==> config.mk <==
export PLATFORM = sky130hd
export DESIGN_NAME = csr_axi_arbiter
export DESIGN_NICKNAME = d
export VERILOG_FILES = /design/src/rtl/csr_axi_arbiter.sv
export SDC_FILE = /design/constraint.sdc
export NUM_CORES = 1
export LEC_CHECK = 0
export CORE_ASPECT_RATIO = 0.5
export CORE_MARGIN = 2
export CORE_UTILIZATION = 41
export DETAILED_ROUTE_END_ITERATION = 8
export PLACE_DENSITY = 0.81
export SYNTH_ARGS = -nofsm -noshare
export SYNTH_HDL_FRONTEND = slang
export SYNTH_SLANG_ARGS = --single-unit
==> constraint.sdc <==
create_clock -name s_aclk -period 3.6 [get_ports s_aclk]
set_input_delay 0.36 -clock s_aclk [delete_from_list [all_inputs] [get_ports s_aclk]]
set_output_delay 0.36 -clock s_aclk [all_outputs]
set_load 0.03 [all_outputs]
==> src/rtl/csr_axi_arbiter.sv <==
// csr_axi_arbiter: round-robin sharing of a single-beat AXI4-lite-style CSR slave port among NREQ clients
module csr_axi_arbiter #(
  parameter int NREQ = 2,
  parameter int ADDR_W = 5,
  localparam int IW = $clog2(NREQ)
) (
  input  logic                   s_aclk,
  input  logic                   s_areset,
  input  logic [NREQ-1:0]        req_valid,
  output logic [NREQ-1:0]        req_ready,
  input  logic [NREQ-1:0]        req_we,
  input  logic [NREQ*ADDR_W-1:0] req_addr,
  input  logic [NREQ*32-1:0]     req_wdata,
  input  logic [NREQ*4-1:0]      req_wstrb,
  output logic                   rsp_valid,
  output logic [IW-1:0]          rsp_src,
  output logic [31:0]            rsp_rdata,
  output logic                   rsp_err,
  output logic [ADDR_W-1:0]      m_axi_awaddr,
  output logic                   m_axi_awvalid,
  input  logic                   m_axi_awready,
  output logic [31:0]            m_axi_wdata,
  output logic [3:0]             m_axi_wstrb,
  output logic                   m_axi_wvalid,
  input  logic                   m_axi_wready,
  input  logic [1:0]             m_axi_bresp,
  input  logic                   m_axi_bvalid,
  output logic                   m_axi_bready,
  output logic [ADDR_W-1:0]      m_axi_araddr,
  output logic                   m_axi_arvalid,
  input  logic                   m_axi_arready,
  input  logic [31:0]            m_axi_rdata,
  input  logic [1:0]             m_axi_rresp,
  input  logic                   m_axi_rvalid,
  output logic                   m_axi_rready
);
  typedef enum logic [2:0] {IDLE, WR_AW_W, WR_B, RD_AR, RD_R, RSP} state_t;
  state_t state;
  logic [IW-1:0] last, src, gnt, hi, lo;
  logic hi_hit;
  logic sel_we;
  logic [ADDR_W-1:0] sel_addr, addr_q;
  logic [31:0] sel_wdata, wdata_q;
  logic [3:0] sel_wstrb, wstrb_q;
  logic aw_done, w_done, aw_fin, w_fin;
  assign m_axi_awaddr = addr_q;
  assign m_axi_araddr = addr_q;
  assign m_axi_wdata  = wdata_q;
  assign m_axi_wstrb  = wstrb_q;
  assign aw_fin = aw_done | (m_axi_awvalid & m_axi_awready);
  assign w_fin  = w_done | (m_axi_wvalid & m_axi_wready);
  // round-robin pick: lowest requester above last, else wrap to lowest requester overall
  always_comb begin
    hi_hit = 1'b0;
    hi = '0;
    lo = '0;
    for (int i = NREQ - 1; i >= 0; i--) begin
      if (req_valid[i]) begin
        if (IW'(i) > last) begin
          hi_hit = 1'b1;
          hi = IW'(i);
        end else lo = IW'(i);
      end
    end
    gnt = hi_hit ? hi : lo;
  end
  // mux the granted requester's fields
  always_comb begin
    sel_we = 1'b0;
    sel_addr = '0;
    sel_wdata = '0;
    sel_wstrb = '0;
    for (int i = 0; i < NREQ; i++) begin
      if (IW'(i) == gnt) begin
        sel_we = req_we[i];
        sel_addr = req_addr[i*ADDR_W +: ADDR_W];
        sel_wdata = req_wdata[i*32 +: 32];
        sel_wstrb = req_wstrb[i*4 +: 4];
      end
    end
  end
  // transaction FSM; the first cycle of each AXI phase raises its valids, handshakes drop them
  always_ff @(posedge s_aclk or posedge s_areset) begin
    if (s_areset) begin
      state <= IDLE;
      last <= IW'(NREQ - 1);
      src <= '0;
      addr_q <= '0;
      wdata_q <= '0;
      wstrb_q <= '0;
      aw_done <= 1'b0;
      w_done <= 1'b0;
      req_ready <= '0;
      rsp_valid <= 1'b0;
      rsp_src <= '0;
      rsp_rdata <= '0;
      rsp_err <= 1'b0;
      m_axi_awvalid <= 1'b0;
      m_axi_wvalid <= 1'b0;
      m_axi_bready <= 1'b0;
      m_axi_arvalid <= 1'b0;
      m_axi_rready <= 1'b0;
    end else begin
      req_ready <= '0;
      rsp_valid <= 1'b0;
      case (state)
        IDLE: if (|req_valid) begin
          req_ready <= NREQ'(1) << gnt;
          last <= gnt;
          src <= gnt;
          addr_q <= sel_addr;
          wdata_q <= sel_wdata;
          wstrb_q <= sel_wstrb;
          aw_done <= 1'b0;
          w_done <= 1'b0;
          state <= sel_we ? WR_AW_W : RD_AR;
        end
        WR_AW_W: begin
          m_axi_awvalid <= !aw_fin;
          m_axi_wvalid <= !w_fin;
          aw_done <= aw_fin;
          w_done <= w_fin;
          if (aw_fin && w_fin) begin
            m_axi_bready <= 1'b1;
            state <= WR_B;
          end
        end
        WR_B: if (m_axi_bvalid) begin
          m_axi_bready <= 1'b0;
          rsp_err <= |m_axi_bresp;
          rsp_rdata <= '0;
          rsp_src <= src;
          rsp_valid <= 1'b1;
          state <= RSP;
        end
        RD_AR: begin
          m_axi_arvalid <= !(m_axi_arvalid && m_axi_arready);
          if (m_axi_arvalid && m_axi_arready) begin
            m_axi_rready <= 1'b1;
            state <= RD_R;
          end
        end
        RD_R: if (m_axi_rvalid) begin
          m_axi_rready <= 1'b0;
          rsp_err <= |m_axi_rresp;
          rsp_rdata <= m_axi_rdata;
          rsp_src <= src;
          rsp_valid <= 1'b1;
          state <= RSP;
        end
        RSP: state <= IDLE;
        default: state <= IDLE;
      endcase
    end
  end
endmodule

* Word-level counts from Yosys, hierarchy flattened
Index checks and enable logic that the tools add are counted.
** Word-level totals
- Register bits after elaboration :: 90
- Input port bits :: 129
- Output and inout port bits :: 88
- Word-level logic and storage cells :: 98
** Operators by class
- Order comparisons :: 2
- Equality and inequality tests :: 9
- Shift operators :: 1
- Multiplexer cells :: 45
- Bitwise gates (word level) :: 4
- Reduce and logical (&&, ||, !) cells :: 19
** Operators by type and width (number)
- 2-to-1 mux 32 bit :: 3
- one-hot mux 32 bit (2 select lines) :: 1
- 2-to-1 mux 1 bit :: 23
- 2-to-1 mux 3 bit :: 5
- one-hot mux 3 bit (5 select lines) :: 1
- one-hot mux 1 bit (2 select lines) :: 7
- inequality test 2 bit, second input constant :: 5
- AND reduction 3 bit :: 3
- nonzero test 2 bit :: 4
- equality test 3 x 2 -> 1 bit, second input constant :: 2
- 2-to-1 mux 2 bit :: 3
- OR reduction 2 bit :: 3
- 2-to-1 mux 5 bit :: 1
- AND reduction 5 bit :: 1
- 2-to-1 mux 4 bit :: 1
- AND reduction 2 bit :: 2
- equality test 3 x 1 -> 1 bit, second input constant :: 1
- equality test 3 bit, second input constant :: 1
- logical NOT 1 bit :: 3
- logical NOT 3 bit :: 1
- AND 1 bit :: 2
- greater-than comparator 1 bit, first input constant :: 2
- logical AND 1 bit :: 2
- OR 1 bit :: 2
- left shift 1 x 1 -> 2 bit, first input constant :: 1

* Depth between registers and ports, before layout
- Depth in word-level cells :: 10
- Depth in mapped cells :: 6
- Gate-level depth less buffers :: 3

* Least setup slack after synthesis
No wires, ideal clock.
- Path kind :: register -> register
- Start point :: register state[0]
- End point :: register wdata_q[11] (netlist: m_axi_wdata[11])
- Setup time :: 0.125 ns
- Arrival time :: 1.405 ns
- Data required time :: 3.475 ns
- Slack :: 2.071 ns
- Stages on the path, launching flop included :: 6
- Path buffers :: 2
- Period minus slack after synthesis :: 1.529 ns
- Path through :: dfrtp_1 > nor3_2 > nor2b_1 > buf_4 > buf_8 > mux2_2
** On the way
- Longest elaborated chain between the ends :: 2
** RTL lines
- start, declared :: line 38 : state_t state;
- start signal, assigned :: line 116 : state <= sel_we ? WR_AW_W : RD_AR;
- logical NOT 3 bit :: line 106 : case (state)
- AND reduction 2 bit (no source line)
- end signal, assigned :: line 112 : wdata_q <= sel_wdata;
- end, declared :: line 43 : logic [31:0] sel_wdata, wdata_q;
Every way passes these cells.
A chain may end at the register's enable or synchronous reset.

* Worst setup path after layout
- Start point :: register state[0]
- End point :: register wdata_q[14] (netlist: m_axi_wdata[14])
Same word-level chain as after synthesis.

==> results.md <==
* Final TNS setup at 0 ps
* MaxCap Viol Count at 0
* Power Density at 891.9 nW/um^2
* Skew-Pair Late Insertion Delay at 340 ps
* Sequential share of the synthesized area at 50.85%
* Status: finished, final reports clean
* Fin area at 6912 sq um
* Syn Std Cell Area at 4432 sq um
* Synthesis-stage register bit count at 90
* Design Power at 6.164 mW
* Final min period at 2381 ps
* Rel. slew slack at 40.80%
* Reg clk slew, reported paths at 70 ps
* Period utilization at 66.13%
* Worst-path fanout max at 24
* Row count at 26
* Initial DRT Pass Iterations at 4
* Main synth FF type: dfrtp_1
* CORE AREA at 10340 sq um
* Die Y at 77.52 um
* First-pass GRT wire length at 18050 um
* Critical path type: reg2reg
* Vias in the first global route at 3532
* Final Hold Vio Count at 0
* Synthesized Nets at 481
* Static leakage power at 2.816 nW
* Post-synth cell types at 35
* Setup Skew at 9.121 ps
* Post-route ant nets at 0
* Synth Warn # at 0
* Post-synth EDFFs at 0
* Die area at 11710 sq um
* Hold buffers post-CTS at 0
* Die width at 151.0 um
* H-tree depth at 3
* Peak Freq at 0.4200 GHz
* Vias post-DR at 3316
* Layout cells sized above 1 at 20.14%
* Port Buffers at 216
* CTS resizes at 0
* Pre-CTS WS at 1132 ps
* Multi-input gate area at 1824 sq um
* PnR worst setup slack at 1219 ps
* DRC violation total after the first TritonRoute iteration at 95
* Worst VDD drop at 0.0004015 V
* Critical Path End Type: register
* Drt drc at 0
* Avg Inst Size Synth at 12.59 sq um
* CTS tree: yes
* Drt wl/cell at 16.23 um
* CTS Sinks at 90
* Final #Nets at 690
* Setup violators final at 0
* FF/Latch Area at 2253 sq um
* Initial Util at 42.84%
* RD Place Congestion at 0.8103
* Largest net degree at the start of global routing at 52
* CP Launch Type: register
* WL final at 11460 um
* I/O pin total at 217
* Fin. max-slew vios at 0
* Synth-to-Final Area Change at 55.96%
* Req. time, crit path at 3820 ps
* Grt total ovfl at 0
* Root Driver: clkbuf_16
* Antenna diode count at 0
* Cell Area, Placed at 6609 sq um
* Syn Inst Count at 352
* Placed wire-length estimate at 8629 um
* Worst Hold Class: in2async
* Tightest Pin Transition at 888.0 ps
* Initial antenna violation count at 0
* RSZ-0062 raised after global routing: false
* Vias per cell at 4.697
* Arrival time worst endpoint at 2600 ps
* Fill cell count at 803
* Post-CTS Setup Repair Bufs at 0
* CTS Buf Count at 9
* Post-synth ARST share at 100.0%
* CTS max path bufs at 2
* GRT Util Overall at 20.03%
## cells in the mapped netlist, drive strengths merged (4+ instances only)
master | count | area share, %
dfrtp | 89 | 50
inv | 36 | 3.0
mux2i | 34 | 7.7
buf | 24 | 5.4
o21ai | 4 | 0.45
nand2 | 39 | 3.3
nor2 | 8 | 0.68
a31oi | 4 | 0.56
mux2 | 84 | 23
a21oi | 7 | 0.79
## cell type report
cell class / count / share of cell area, %
clock buffers: 9 / 3.259
clock inverters: 7 / 1.122
inverters: 36 / 1.973
multi-input cells: 202 / 26.39
flip-flops and latches: 90 / 32.60
well taps: 140 / 2.534
repair buffers: 222 / 32.11
## flip-flops by register name, summed over array words and instances, names as in the netlist, 2 cells and up
register      cells
m_axi_wstrb       4
m_axi_araddr      5
req_ready         2
state             3
m_axi_wdata      32
rsp_rdata        32
## where the power goes
group | internal, mW | leakage (nW) | switching (mW)
combinational | 1.61 | 1.54 | 1.77
clock | 0.544 | 0.146 | 0.400
sequential | 1.51 | 1.13 | 0.335
## stage by stage
step                util (%)  hold slack [ps]  std cells
CTS                    66.81            508.4        706
floorplan                  -            430.0        352
global route           66.81            527.4        706
finish                 66.81            495.0        706
global placement       63.88            479.7        690
detailed placement     63.88            490.9        690
## path summary, 6_finish.rpt
check,start,to,slack (ps),cells after the start
worst min-delay path,s_areset,rsp_rdata[29],500,2
worst max register to register,state[0],m_axi_wdata[14],1220,4
worst min register to register,m_axi_wdata[20],m_axi_wdata[20],510,1
min in group s_aclk,m_axi_wdata[20],m_axi_wdata[20],510,1
worst max-delay path,state[0],m_axi_wdata[14],1220,4
max in group asynchronous,s_areset,m_axi_wdata[13],2280,3
## cell families (layout without fill, tap and decap cells)
group	Yosys count	count (layout)	synth area share (%)
mux	118	118	30.72
flops	90	90	50.85
simple gates	62	62	6.635
buf+inv	60	274	8.413
compound gates	22	22	3.388
## routing by layer
metal  wire length, um  GRT usage (%)
met5                 0              0
met4               279          7.290
met3               510          4.706
met2              6135          37.68
met1              4535          22.01
## layout by cell type (no fill, tap or decap), types with 4 or more instances in the layout
master,n
mux2_2,64
buf_4,5
o21ai_0,4
clkbuf_16,9
mux2_4,20
inv_1,35
a21oi_1,6
a31oi_1,4
clkdlybuf4s50_1,216
dfrtp_1,89
nor2_1,8
mux2i_1,34
nand2_1,39
## critical path, stage by stage (launching register included)
cell     delay, ps
dfrtp_1        530
nor3_2         350
nor2b_4        710
buf_12         280
mux2_2         360
No activity file was read; power rests on OpenSTA's default activity.
